## config.mk

```make
export PLATFORM = sky130hd
export DESIGN_NAME = lock_supervisor
export DESIGN_NICKNAME = d
export VERILOG_FILES = /design/src/rtl/lock_supervisor.sv
export SDC_FILE = /design/constraint.sdc
export NUM_CORES = 1
export LEC_CHECK = 0
export BUFFER_PORTS_ARGS = -buffer_cell sky130_fd_sc_hd__buf_2
export CELL_PAD_IN_SITES_DETAIL_PLACEMENT = 1
export CELL_PAD_IN_SITES_GLOBAL_PLACEMENT = 2
export CORE_AREA = 5 5 68 70
export DETAILED_ROUTE_END_ITERATION = 6
export DIE_AREA = 0 0 73 75
export HOLD_SLACK_MARGIN = 0.05
export PLACE_DENSITY_LB_ADDON = 0.3
export REMOVE_ABC_BUFFERS = 1
export SLEW_MARGIN = 15
export SYNTH_ARGS = -nofsm -noshare
export SYNTH_HDL_FRONTEND = slang
export SYNTH_SLANG_ARGS = --single-unit
```

## constraint.sdc

```tcl
create_clock -name clk -period 5.45 [get_ports clk]
set_input_delay 1.09 -clock clk [delete_from_list [all_inputs] [get_ports clk]]
set_output_delay 1.09 -clock clk [all_outputs]
set_load 0.005 [all_outputs]
```

## src/rtl/lock_supervisor.sv

```systemverilog
// Keypad session sequencer: gates digits into the code-check engine, collects its
// verdict, drives the unlock window and enforces a timed lockout after repeated failures.
module lock_supervisor #(
   parameter int CODE_LEN    = 4,
   parameter int MAX_FAIL    = 3,
   parameter int UNLOCK_CYC  = 8,
   parameter int LOCKOUT_CYC = 16,
   parameter int TIMEOUT_CYC = 12
) (
   input  logic       clk,
   input  logic       reset,
   input  logic       key_valid,
   input  logic [3:0] key,
   input  logic       chk_done,
   input  logic       chk_match,
   output logic       chk_start,
   output logic [3:0] chk_digit,
   output logic       chk_digit_valid,
   output logic       unlocked,
   output logic       alarm,
   output logic       locked_out,
   output logic [2:0] fail_cnt,
   output logic [2:0] state
);

   typedef enum logic [2:0] {
      S_IDLE    = 3'd0,
      S_ENTRY   = 3'd1,
      S_WAIT    = 3'd2,
      S_OPEN    = 3'd3,
      S_FAIL    = 3'd4,
      S_LOCKOUT = 3'd5
   } state_t;

   localparam int TMAX_A = (UNLOCK_CYC > LOCKOUT_CYC) ? UNLOCK_CYC : LOCKOUT_CYC;
   localparam int TMAX   = (TMAX_A > TIMEOUT_CYC) ? TMAX_A : TIMEOUT_CYC;
   localparam int TW     = $clog2(TMAX + 1);
   localparam int DW     = $clog2(CODE_LEN + 1);

   localparam logic [TW-1:0] TO_LAST  = TW'(TIMEOUT_CYC - 1);
   localparam logic [TW-1:0] UN_LAST  = TW'(UNLOCK_CYC - 1);
   localparam logic [TW-1:0] LO_LAST  = TW'(LOCKOUT_CYC - 1);
   localparam logic [DW-1:0] D_LAST   = DW'(CODE_LEN);
   localparam logic [2:0]    FAIL_MAX = 3'(MAX_FAIL);

   state_t          r_state, w_state;
   logic [TW-1:0]   r_timer, w_timer;
   logic [DW-1:0]   r_digit_cnt, w_digit_cnt;
   logic [2:0]      r_fail_cnt, w_fail_cnt;
   logic            r_chk_start, w_chk_start;
   logic [3:0]      r_chk_digit, w_chk_digit;
   logic            r_chk_digit_valid, w_chk_digit_valid;
   logic            r_unlocked, w_unlocked;
   logic            r_alarm, w_alarm;
   logic            r_locked_out, w_locked_out;

   logic            w_key_digit;
   logic            w_key_clear;
   logic [2:0]      w_fail_inc;
   logic [DW-1:0]   w_digit_next;

   assign w_key_digit  = key_valid && (key != 4'hF);
   assign w_key_clear  = key_valid && (key == 4'hF);
   assign w_fail_inc   = (r_fail_cnt >= FAIL_MAX) ? FAIL_MAX : r_fail_cnt + 3'd1;
   assign w_digit_next = r_digit_cnt + DW'(1);

   always_ff @(posedge clk or negedge reset) begin
      if (!reset) begin
         r_state           <= S_IDLE;
         r_timer           <= '0;
         r_digit_cnt       <= '0;
         r_fail_cnt        <= '0;
         r_chk_start       <= 1'b0;
         r_chk_digit       <= '0;
         r_chk_digit_valid <= 1'b0;
         r_unlocked        <= 1'b0;
         r_alarm           <= 1'b0;
         r_locked_out      <= 1'b0;
      end else begin
         r_state           <= w_state;
         r_timer           <= w_timer;
         r_digit_cnt       <= w_digit_cnt;
         r_fail_cnt        <= w_fail_cnt;
         r_chk_start       <= w_chk_start;
         r_chk_digit       <= w_chk_digit;
         r_chk_digit_valid <= w_chk_digit_valid;
         r_unlocked        <= w_unlocked;
         r_alarm           <= w_alarm;
         r_locked_out      <= w_locked_out;
      end
   end

   // Outputs are computed as next-state values so every port comes straight from a flop.
   always_comb begin
      w_state           = r_state;
      w_timer           = r_timer;
      w_digit_cnt       = r_digit_cnt;
      w_fail_cnt        = r_fail_cnt;
      w_chk_start       = 1'b0;
      w_chk_digit       = r_chk_digit;
      w_chk_digit_valid = 1'b0;
      w_unlocked        = 1'b0;
      w_alarm           = 1'b0;
      w_locked_out      = 1'b0;

      case (r_state)
         S_IDLE: begin
            if (w_key_digit) begin
               w_state           = (CODE_LEN == 1) ? S_WAIT : S_ENTRY;
               w_chk_start       = 1'b1;
               w_chk_digit_valid = 1'b1;
               w_chk_digit       = key;
               w_digit_cnt       = DW'(1);
               w_timer           = '0;
            end
         end
         S_ENTRY: begin
            if (w_key_digit) begin
               w_chk_digit_valid = 1'b1;
               w_chk_digit       = key;
               w_digit_cnt       = w_digit_next;
               w_timer           = '0;
               if (w_digit_next == D_LAST) begin
                  w_state = S_WAIT;
               end
            end else if (w_key_clear || (r_timer == TO_LAST)) begin
               w_state     = S_IDLE;
               w_digit_cnt = '0;
               w_timer     = '0;
            end else begin
               w_timer = r_timer + TW'(1);
            end
         end
         S_WAIT: begin
            if (chk_done && chk_match) begin
               w_state    = S_OPEN;
               w_fail_cnt = '0;
               w_unlocked = 1'b1;
               w_timer    = '0;
            end else if (chk_done || (r_timer == TO_LAST)) begin
               w_state    = S_FAIL;
               w_fail_cnt = w_fail_inc;
               w_alarm    = 1'b1;
               w_timer    = '0;
            end else begin
               w_timer = r_timer + TW'(1);
            end
         end
         S_OPEN: begin
            if (r_timer == UN_LAST) begin
               w_state = S_IDLE;
               w_timer = '0;
            end else begin
               w_timer    = r_timer + TW'(1);
               w_unlocked = 1'b1;
            end
         end
         S_FAIL: begin
            // fail_cnt already holds the incremented value during this cycle.
            w_timer = '0;
            if (r_fail_cnt == FAIL_MAX) begin
               w_state      = S_LOCKOUT;
               w_locked_out = 1'b1;
               w_alarm      = 1'b1;
            end else begin
               w_state = S_IDLE;
            end
         end
         S_LOCKOUT: begin
            if (r_timer == LO_LAST) begin
               w_state    = S_IDLE;
               w_fail_cnt = '0;
               w_timer    = '0;
            end else begin
               w_timer      = r_timer + TW'(1);
               w_locked_out = 1'b1;
               w_alarm      = 1'b1;
            end
         end
         default: begin
            w_state     = S_IDLE;
            w_timer     = '0;
            w_digit_cnt = '0;
         end
      endcase
   end

   assign chk_start       = r_chk_start;
   assign chk_digit       = r_chk_digit;
   assign chk_digit_valid = r_chk_digit_valid;
   assign unlocked        = r_unlocked;
   assign alarm           = r_alarm;
   assign locked_out      = r_locked_out;
   assign fail_cnt        = r_fail_cnt;
   assign state           = r_state;

endmodule

```

==> impl_metrics.env, run 1 <==
export IMPL_dpl_worst_slack_ns=3.09
export IMPL_grt_usage=0.131
export IMPL_syn_inst=137
export IMPL_synth_edf_count=0
export IMPL_fin_crit_sh=0.412
export IMPL_syn_to_final_growth_pct=13.6
export IMPL_hpwl_um=2550
export IMPL_min_to="chk_digit[2]$_DFFE_PN0P_"
export IMPL_mostFrequentLayoutCells="dfrtp_1 (23), buf_2 (23), nor2_1 (10), ha_1 (10), inv_1 (9)"
export IMPL_cap_violations=0
export IMPL_slowest_delay_ns=0.68
export IMPL_slowest_stage="dfrtp_1"
export IMPL_drt_wl_total_um=3330
export IMPL_yosys_warnings=0
export IMPL_clkTransAtPathRegs_ns=0.09
export IMPL_r2r_slack_ns=3.35
export IMPL_ys_seq_area_frac=0.411
export IMPL_required_ns=4.36
export IMPL_period_minus_slack_ns=2.25
export IMPL_synth_ff_type="dfrtp_1"
export IMPL_cts_sinks=23
export IMPL_hold_violations=0
export IMPL_first_iter_violations=27
export IMPL_cp_end_kind="primary output"
export IMPL_finClkSkew_ns=0.00208
export IMPL_root_buffer="clkbuf_8"
export IMPL_start_kind="flip-flop"
export IMPL_worst_slack_ns=3.20
export IMPL_numCtsBuffers=3
export IMPL_worstPathMaxFanout=19
export IMPL_synthArstFlopShare=1.00
export IMPL_die_w_um=73
export IMPL_grt_pass1_vias=1147
export IMPL_yosysUniqueCellTypes=48
export IMPL_cts_resized=0
export IMPL_final_area_mm2=0.00159
export IMPL_ant_nets=0
export IMPL_ir_drop_mv=0.132
export IMPL_clk_path_buf_depth=2
export IMPL_grt_pass1_wl_um=5600
export IMPL_grt_overflow=0
export IMPL_fillerInstances=478
export IMPL_start_util=0.358
export IMPL_h_tree_depth=1
export IMPL_power_uw=750
export IMPL_post_route_drc_count=0
export IMPL_syn_area_mm2=0.00140
export IMPL_cp_buffers_inverters=1
export IMPL_path_cells="buf_2"
export IMPL_slew_headroom=0.610
export IMPL_crit_type="flip-flop to primary output"
export IMPL_setup_violations=0
export IMPL_fmax_ghz=0.445
export IMPL_status="completed"
export IMPL_hold_class="flip-flop to flip-flop"
export IMPL_hold_start="chk_digit[2]$_DFFE_PN0P_"
export IMPL_core_mm2=0.00391
export IMPL_r2r_start="r_timer[0]$_DFFE_PN0N_"
export IMPL_std_cell_rows=23
export IMPL_placed_area_mm2=0.00154
export IMPL_via_per_inst=5.42
export IMPL_critPathArrivalTime_ns=1.16
export IMPL_fin_util=0.406
export IMPL_port_buffers=23
export IMPL_antennaDiodeCount=0
export IMPL_r2r_end="alarm$_DFF_PN0_"
export IMPL_drive_above_1_share=0.270
export IMPL_vias=1132
export IMPL_dr_pass1_iters=4
export IMPL_postCtsHoldBufs=0
export IMPL_ys_ff_latch=23
export IMPL_die_h_um=75
export IMPL_powerDensity_mw_per_mm2=472
export IMPL_clk_insertion_delay_late_ns=0.27
export IMPL_wire_per_inst_um=15.9
export IMPL_ioPinCount=24
export IMPL_tns_ns=0
export IMPL_gp_congestion=0.822
export IMPL_power_leakage_nw=0.753
export IMPL_syn_area_per_cell_um2=10.2
export IMPL_cp_top_family="flip-flops"
export IMPL_maxSlewViolCount=0
export IMPL_rsz0062_at_grt="false"
export IMPL_min_delay_path_depth=1
export IMPL_worst_slew_pin_slew_ns=0.570
export IMPL_rr_worst_depth=6
export IMPL_die_area_mm2=0.00548
export IMPL_post_cts_buffers=0
export IMPL_final_nets=179
export IMPL_grt_max_degree=24
export IMPL_antenna_found_initial=0
export IMPL_cts_tree="built"
-- worst max path at each step --
stage | from | endpoint | slack (ns) | depth (start not counted)
after floorplan | key[2] | state[1]$_DFFE_PN0P_ | 3.35 | 5
after global placement | key[2] | state[1]$_DFFE_PN0P_ | 3.16 | 6
after detailed placement | key[3] | state[1]$_DFFE_PN0P_ | 3.09 | 6
after CTS | state[0]$_DFFE_PN0P_ | state[0] | 3.20 | 1
after global routing | state[0]$_DFFE_PN0P_ | state[0] | 3.15 | 1
final | state[0]$_DFFE_PN0P_ | state[0] | 3.20 | 1
-- per-layer routing --
metal	global-route usage	share of wire	vias up
met5	0	0	-
met3	0.0214	0.029	2
met2	0.231	0.49	16
met1	0.169	0.47	572
li1	-	-	542
met4	0.0246	0.0048	0
-- flip-flops by register name (all words and copies together) (netlist names) --
name / count
chk_start: 1
fail_cnt: 3
r_timer: 5
chk_digit: 4
alarm: 1
chk_digit_valid: 1
locked_out: 1
r_digit_cnt: 3
unlocked: 1
state: 3
-- Yosys cell counts (all sizes together), types with 4 or more instances --
| cell | n | area (um2) |
|---|---|---|
| o21ai | 8 | 43.8 |
| buf | 5 | 33.8 |
| dfrtp | 23 | 576 |
| inv | 9 | 33.8 |
| mux2 | 8 | 90.1 |
| ha | 10 | 125 |
| nor2 | 10 | 37.5 |
| nand2 | 8 | 30.0 |
| nor3b | 4 | 30.0 |
| and3 | 4 | 25.0 |
| a21oi | 4 | 35.0 |
-- kinds of logic after synthesis --
kind of cell	count (synthesis)	share of synthesized area
compound gates	33	0.177
xor+xnor	1	0.00626
fa+ha+maj	10	0.0894
buf+inv	14	0.0483
flops	23	0.411
mux	9	0.0715
simple gates	47	0.197
-- cell type report --
type,count,area [um2],share of cell area
clock buffer,3,41.3,0.0260
clock inverter,1,5.00,0.00315
inverter,9,33.8,0.0212
multi-input combinational,100,757,0.476
sequential,23,576,0.362
tap,50,62.6,0.0393
timing repair buffer,23,115,0.0724
-- power by group --
part / leakage (nW) / internal, mW / switching (mW) / total (mW)
sequential: 0.298 / 0.223 / 0.0669 / 0.290
combinational: 0.430 / 0.180 / 0.170 / 0.350
clock: 0.0255 / 0.0511 / 0.0591 / 0.110
total: 0.753 / 0.454 / 0.296 / 0.750
-- per-stage QoR --
| step | cells | hold WS [ns] |
|---|---|---|
| 2_1_floorplan | 132 | 0.476 |
| 3_3_place_gp | 205 | 0.487 |
| 3_5_place_dp | 205 | 0.505 |
| 4_1_cts | 209 | 0.527 |
| 5_1_grt | 209 | 0.535 |
| 6_report | 209 | 0.517 |
Note: power is estimated with default switching activity, not from simulation.
==> run 2, diff against run 1 <==
Settings changed: CORE_AREA 5 5 68 70 to 5 5 74 76, DIE_AREA 0 0 73 75 to 0 0 79 81.
Clock period 5.45 ns to 1.81 ns, I/O delays scaled along.
==> run 2 against run 1 <==
Against the previous run:
- design area up 13%
- worst setup slack worse by 3.1 ns
- critical endpoint is now state[0]$_DFFE_PN0P_
- utilization down 1.9 points
- combinational power rose to 3.9 times the previous value
==> impl_metrics.env, run 2 (same netlist as run 1, synthesis figures left out) <==
export IMPL_grt_overflow=0
export IMPL_worst_slew_pin_slew_ns=0.528
export IMPL_grt_pass1_wl_um=6210
export IMPL_h_tree_depth=1
export IMPL_mostFrequentLayoutCells="buf_2 (23), dfrtp_1 (22), buf_4 (16)"
export IMPL_hold_violations=0
export IMPL_hold_class="input port to async pin"
export IMPL_grt_use_met3=0.0233
export IMPL_gp_congestion=0.788
export IMPL_rsz0062_at_grt="false"
export IMPL_crit_cells=6
export IMPL_clk_path_buf_depth=2
export IMPL_cp_buffers_inverters=1
export IMPL_r2r_start="r_timer[1]$_DFFE_PN0N_"
export IMPL_grt_pass1_vias=1308
export IMPL_dpl_cell_count=224
export IMPL_power_switching_mw=1.00
export IMPL_fin_crit_sh=0.967
export IMPL_clkTransAtPathRegs_ns=0.09
export IMPL_fillerInstances=530
export IMPL_root_buffer="clkbuf_8"
export IMPL_post_route_drc_count=0
export IMPL_pwr_share_seq=0.323
export IMPL_dr_pass1_iters=4
export IMPL_postCtsHoldBufs=0
export IMPL_whs_ns=0.0642
export IMPL_cp_top_family="compound AO/OA/AOI/OAI gates"
export IMPL_final_nets=196
export IMPL_cp_end_kind="flip-flop"
export IMPL_clk_insertion_delay_late_ns=0.26
export IMPL_vias=1197
export IMPL_clkPwrFrac=0.130
export IMPL_multi_input_area_um2=832
export IMPL_worst_slack_ns=0.0591
export IMPL_final_area_mm2=0.00180
export IMPL_rr_worst_depth=6
export IMPL_path_cells="ha_2 > buf_6 > and4bb_4 > o32ai_1 > a31o_2 > o32a_1"
export IMPL_std_cell_rows=25
export IMPL_tns_ns=0
export IMPL_start_kind="flip-flop"
export IMPL_via_per_inst=5.20
export IMPL_setup_violations=0
export IMPL_required_ns=1.97
export IMPL_first_iter_violations=30
export IMPL_fmax_ghz=0.571
export IMPL_dpl_worst_slack_ns=-0.0569
export IMPL_internal_power_mw=1.53
export IMPL_seqCellArea_um2=577
export IMPL_p_comb_frac=0.547
export IMPL_powerDensity_mw_per_mm2=1400
export IMPL_cts_tree="built"
export IMPL_ir_drop_mv=0.565
export IMPL_status="completed"
export IMPL_ant_nets=0
export IMPL_wire_per_inst_um=16.3
export IMPL_ioPinCount=24
export IMPL_die_area_mm2=0.00640
export IMPL_placed_area_mm2=0.00166
export IMPL_slew_headroom=0.648
export IMPL_largest_register_ffs=5
export IMPL_critPathArrivalTime_ns=1.91
export IMPL_start_util=0.300
export IMPL_core_mm2=0.00466
export IMPL_numCtsBuffers=3
export IMPL_cap_violations=0
export IMPL_die_w_um=79
export IMPL_use_met1=0.147
export IMPL_drt_wl_total_um=3740
export IMPL_slowest_delay_ns=0.37
export IMPL_syn_to_final_growth_pct=28.8
export IMPL_instances_no_fill=230
export IMPL_final_common_cell="buf_2"
export IMPL_cts_sinks=23
export IMPL_antenna_found_initial=0
export IMPL_grt_met2_usage=0.226
export IMPL_slowest_stage="dfrtp_1"
export IMPL_r2r_slack_ns=0.06
export IMPL_top_usage_layer="met2"
export IMPL_power_leakage_nw=0.846
export IMPL_grt_usage=0.123
export IMPL_grt_max_degree=24
export IMPL_crit_type="flip-flop to flip-flop"
export IMPL_worstPathMaxFanout=5
export IMPL_r2r_end="state[0]$_DFFE_PN0P_"
export IMPL_drive_above_1_share=0.403
export IMPL_max_flop_register="r_timer"
export IMPL_maxSlewViolCount=0
export IMPL_p_sw_frac=0.396
export IMPL_finClkSkew_ns=0.00111
export IMPL_period_minus_slack_ns=1.75
export IMPL_antennaDiodeCount=0
export IMPL_die_h_um=81
export IMPL_port_buffers=23
export IMPL_hpwl_um=2880
## run 2: cell types whose count changed in the layout (fill, tap and decap cells not counted), moves of 2 or more
cell / change
buf_4: +16
and3_1: -2
ha_1: -2
nor3b_1: -2
nor3b_2: +2
## run 2: worst max-delay path by stage
stage	start	endpoint	slack (ns)
floorplan	r_timer[0]$_DFFE_PN0N_	r_timer[2]$_DFFE_PN0N_	0.02
global placement	r_timer[0]$_DFFE_PN0N_	alarm$_DFF_PN0_	-0.07
detailed placement	r_timer[0]$_DFFE_PN0N_	alarm$_DFF_PN0_	-0.06
CTS	r_timer[0]$_DFFE_PN0N_	r_timer[2]$_DFFE_PN0N_	0.01
global route	r_timer[0]$_DFFE_PN0N_	state[0]$_DFFE_PN0P_	0.005
finish	r_timer[1]$_DFFE_PN0N_	state[0]$_DFFE_PN0P_	0.06
## run 2: timing repair
| action | CTS | global route |
|---|---|---|
| gates resized for setup | 6 | 12 |
| endpoints found under the hold margin | 0 | 0 |
| pin swaps | 0 | 6 |
| setup endpoints to repair | 4 | 10 |
| buffers inserted | 0 | 2 |
## run 2: cell type report
cell class / count / area share
tap: 54 / 0.0375
timing repair buffer: 40 / 0.137
clock buffer: 3 / 0.0229
multi-input combinational: 100 / 0.461
clock inverter: 1 / 0.00278
inverter: 9 / 0.0187
sequential: 23 / 0.320
## run 2: power by group through the flow
stage          clock, mW  sequential, mW  combinational, mW
2_1_floorplan          0           0.852              0.738
3_3_place_gp           0           0.813               1.25
3_5_place_dp           0           0.828               1.31
4_1_cts            0.345           0.816               1.34
5_1_grt            0.377           0.851               1.52
6_report           0.330           0.818               1.38
## run 2: through the flow
step / power [mW] / utilization
2_1_floorplan: 1.59 / -
3_3_place_gp: 2.06 / 0.357
3_5_place_dp: 2.14 / 0.357
4_1_cts: 2.50 / 0.370
5_1_grt: 2.74 / 0.387
6_report: 2.53 / 0.387
## run 2: worst reg2reg max path, delay by kind of cell (launching register included)
family,cells,cell delay [ns]
fa+ha+maj,1,0.20
compound gates,3,0.71
simple gates,1,0.28
flops,1,0.37
buf+inv,1,0.09
## run 2: per-layer routing
layer,vias up,wire length (um)
met3,2,94
met4,0,15
met1,602,1620
met5,-,0
li1,583,-
met2,10,2000
==> run 3, diff against run 2 <==
Settings changed: CELL_PAD_IN_SITES_DETAIL_PLACEMENT 1 to not set, CELL_PAD_IN_SITES_GLOBAL_PLACEMENT 2 to not set, CORE_AREA 5 5 74 76 to 5 5 59 61, DIE_AREA 0 0 79 81 to 0 0 64 66.
==> run 3 against run 2 <==
Against the previous run:
- clock-buffer cell count unchanged
- utilization increased by 21 points
- design area down 2.7%
- global-route usage rose by 3.0 points
- die area decreased by 34%
- critical path type unchanged
- largest cell class unchanged
- highest routed layer unchanged
==> impl_metrics.env, run 3 (same netlist as run 1, synthesis figures left out) <==
export IMPL_drt_wl_total_um=3200
export IMPL_antennaDiodeCount=0
export IMPL_crit_type="flip-flop to flip-flop"
export IMPL_cap_violations=0
export IMPL_hold_violations=0
export IMPL_grt_overflow=0
export IMPL_cts_sinks=23
export IMPL_wl_met3_um=166
export IMPL_worstPathMaxFanout=5
export IMPL_required_ns=2.02
export IMPL_slowest_delay_ns=0.38
export IMPL_path_cells="ha_2 > buf_6 > and4bb_4 > o32ai_1 > a31o_2 > o32a_1"
export IMPL_ioPinCount=24
export IMPL_cts_tree="built"
export IMPL_largest_register_ffs=5
export IMPL_max_flop_register="r_timer"
export IMPL_met1Wirelength_um=1270
export IMPL_first_iter_violations=49
export IMPL_die_area_mm2=0.00422
export IMPL_slew_headroom=0.655
export IMPL_period_minus_slack_ns=1.76
export IMPL_grt_pass1_vias=1167
export IMPL_post_route_drc_count=0
export IMPL_dr_pass1_iters=4
export IMPL_finClkSkew_ns=0.00601
export IMPL_grt_usage=0.153
export IMPL_wl_met2_um=1730
export IMPL_std_cell_rows=20
export IMPL_seqCellArea_um2=576
export IMPL_via_per_inst=5.77
export IMPL_fillerInstances=256
export IMPL_drive_above_1_share=0.386
export IMPL_die_w_um=64
export IMPL_dpl_cell_count=199
export IMPL_start_kind="flip-flop"
export IMPL_power_leakage_nw=0.839
export IMPL_mostFrequentLayoutCells="dfrtp_1 (23), buf_2 (23), buf_4 (15)"
export IMPL_root_buffer="clkbuf_4"
export IMPL_grt_pass1_wl_um=5180
export IMPL_slowest_stage="dfrtp_1"
export IMPL_multi_input_area_um2=827
export IMPL_fin_crit_sh=0.973
export IMPL_port_buffers=23
export IMPL_final_nets=196
export IMPL_ant_nets=0
export IMPL_worst_slack_ns=0.0490
export IMPL_dpl_worst_slack_ns=-0.0631
export IMPL_clk_insertion_delay_late_ns=0.32
export IMPL_fin_util=0.599
export IMPL_critPathArrivalTime_ns=1.97
export IMPL_setup_violations=0
export IMPL_numCtsBuffers=3
export IMPL_status="completed"
export IMPL_start_util=0.478
export IMPL_ir_drop_mv=0.867
export IMPL_h_tree_depth=1
export IMPL_syn_to_final_growth_pct=25.3
export IMPL_tns_ns=0
export IMPL_worst_slew_pin_slew_ns=0.518
export IMPL_hold_class="input port to flip-flop"
export IMPL_clk_path_buf_depth=2
export IMPL_powerDensity_mw_per_mm2=1360
export IMPL_maxSlewViolCount=0
export IMPL_cp_end_kind="flip-flop"
export IMPL_wire_per_inst_um=15.3
export IMPL_antenna_found_initial=0
export IMPL_grt_max_degree=24
export IMPL_fmax_ghz=0.568
export IMPL_rsz0062_at_grt="true"
export IMPL_gp_congestion=0.816
export IMPL_hpwl_um=2350
export IMPL_core_mm2=0.00293
export IMPL_vias=1206
export IMPL_clkTransAtPathRegs_ns=0.13
export IMPL_die_h_um=66
export IMPL_top_layer_used="met4"
export IMPL_instances_no_fill=209
run 3: worst max-delay path, delay by kind of cell (launching register included):
family | cells | cell delay, ns
adders and majority gates | 1 | 0.19
AOI/OAI and AO/OA | 3 | 0.72
and+or+nand+nor | 1 | 0.28
DFF | 1 | 0.38
buffers and inverters | 1 | 0.10
run 3: power by group:
group,switching [mW],internal (mW)
registers,0.135,0.672
clock network,0.155,0.0827
logic,0.655,0.680
run 3: final timing paths:
check                                         start                       end  slack, ns  cells past startpoint
setup / recovery             r_timer[0]$_DFFE_PN0N_      state[0]$_DFFE_PN0P_       0.05                      6
hold / removal                               key[0]  chk_digit[0]$_DFFE_PN0P_       0.29                      2
setup reg to reg             r_timer[0]$_DFFE_PN0N_      state[0]$_DFFE_PN0P_       0.05                      6
hold reg to reg            chk_digit[2]$_DFFE_PN0P_  chk_digit[2]$_DFFE_PN0P_       0.52                      1
max in group asynchronous                     reset  chk_digit[2]$_DFFE_PN0P_       0.93                      2
min in group asynchronous                     reset        unlocked$_DFF_PN0_       0.53                      2
run 3: timing repair:
action	CTS	global route
hold endpoints to repair	23	0
hold buffers	1	0
setup buffers	1	4
pin swaps	0	6
gates resized for setup	4	13
setup endpoints to repair	5	10
run 3: final cells by class:
class	count	share of cell area
Clock buffer	3	0.0128
Inverter	9	0.0193
Sequential cell	23	0.328
Clock inverter	1	0.00285
Multi-Input combinational cell	100	0.471
Timing Repair Buffer	40	0.142
Tap cell	33	0.0235
run 3: metal layers:
| metal | vias to the layer above | global-route usage |
|---|---|---|
| li1 | 574 | - |
| met2 | 34 | 0.265 |
| met5 | - | 0 |
| met1 | 594 | 0.183 |
| met4 | 0 | 0.0519 |
| met3 | 4 | 0.0374 |
run 3: through the flow:
stage | instance area, um2 | hold WS, ns | power, mW
2_1_floorplan | 1370 | 0.0664 | 1.59
5_1_grt | 1750 | 0.273 | 2.59
3_3_place_gp | 1610 | 0.363 | 1.97
3_5_place_dp | 1610 | 0.364 | 2.04
4_1_cts | 1670 | 0.282 | 2.31
6_report | 1750 | 0.288 | 2.38
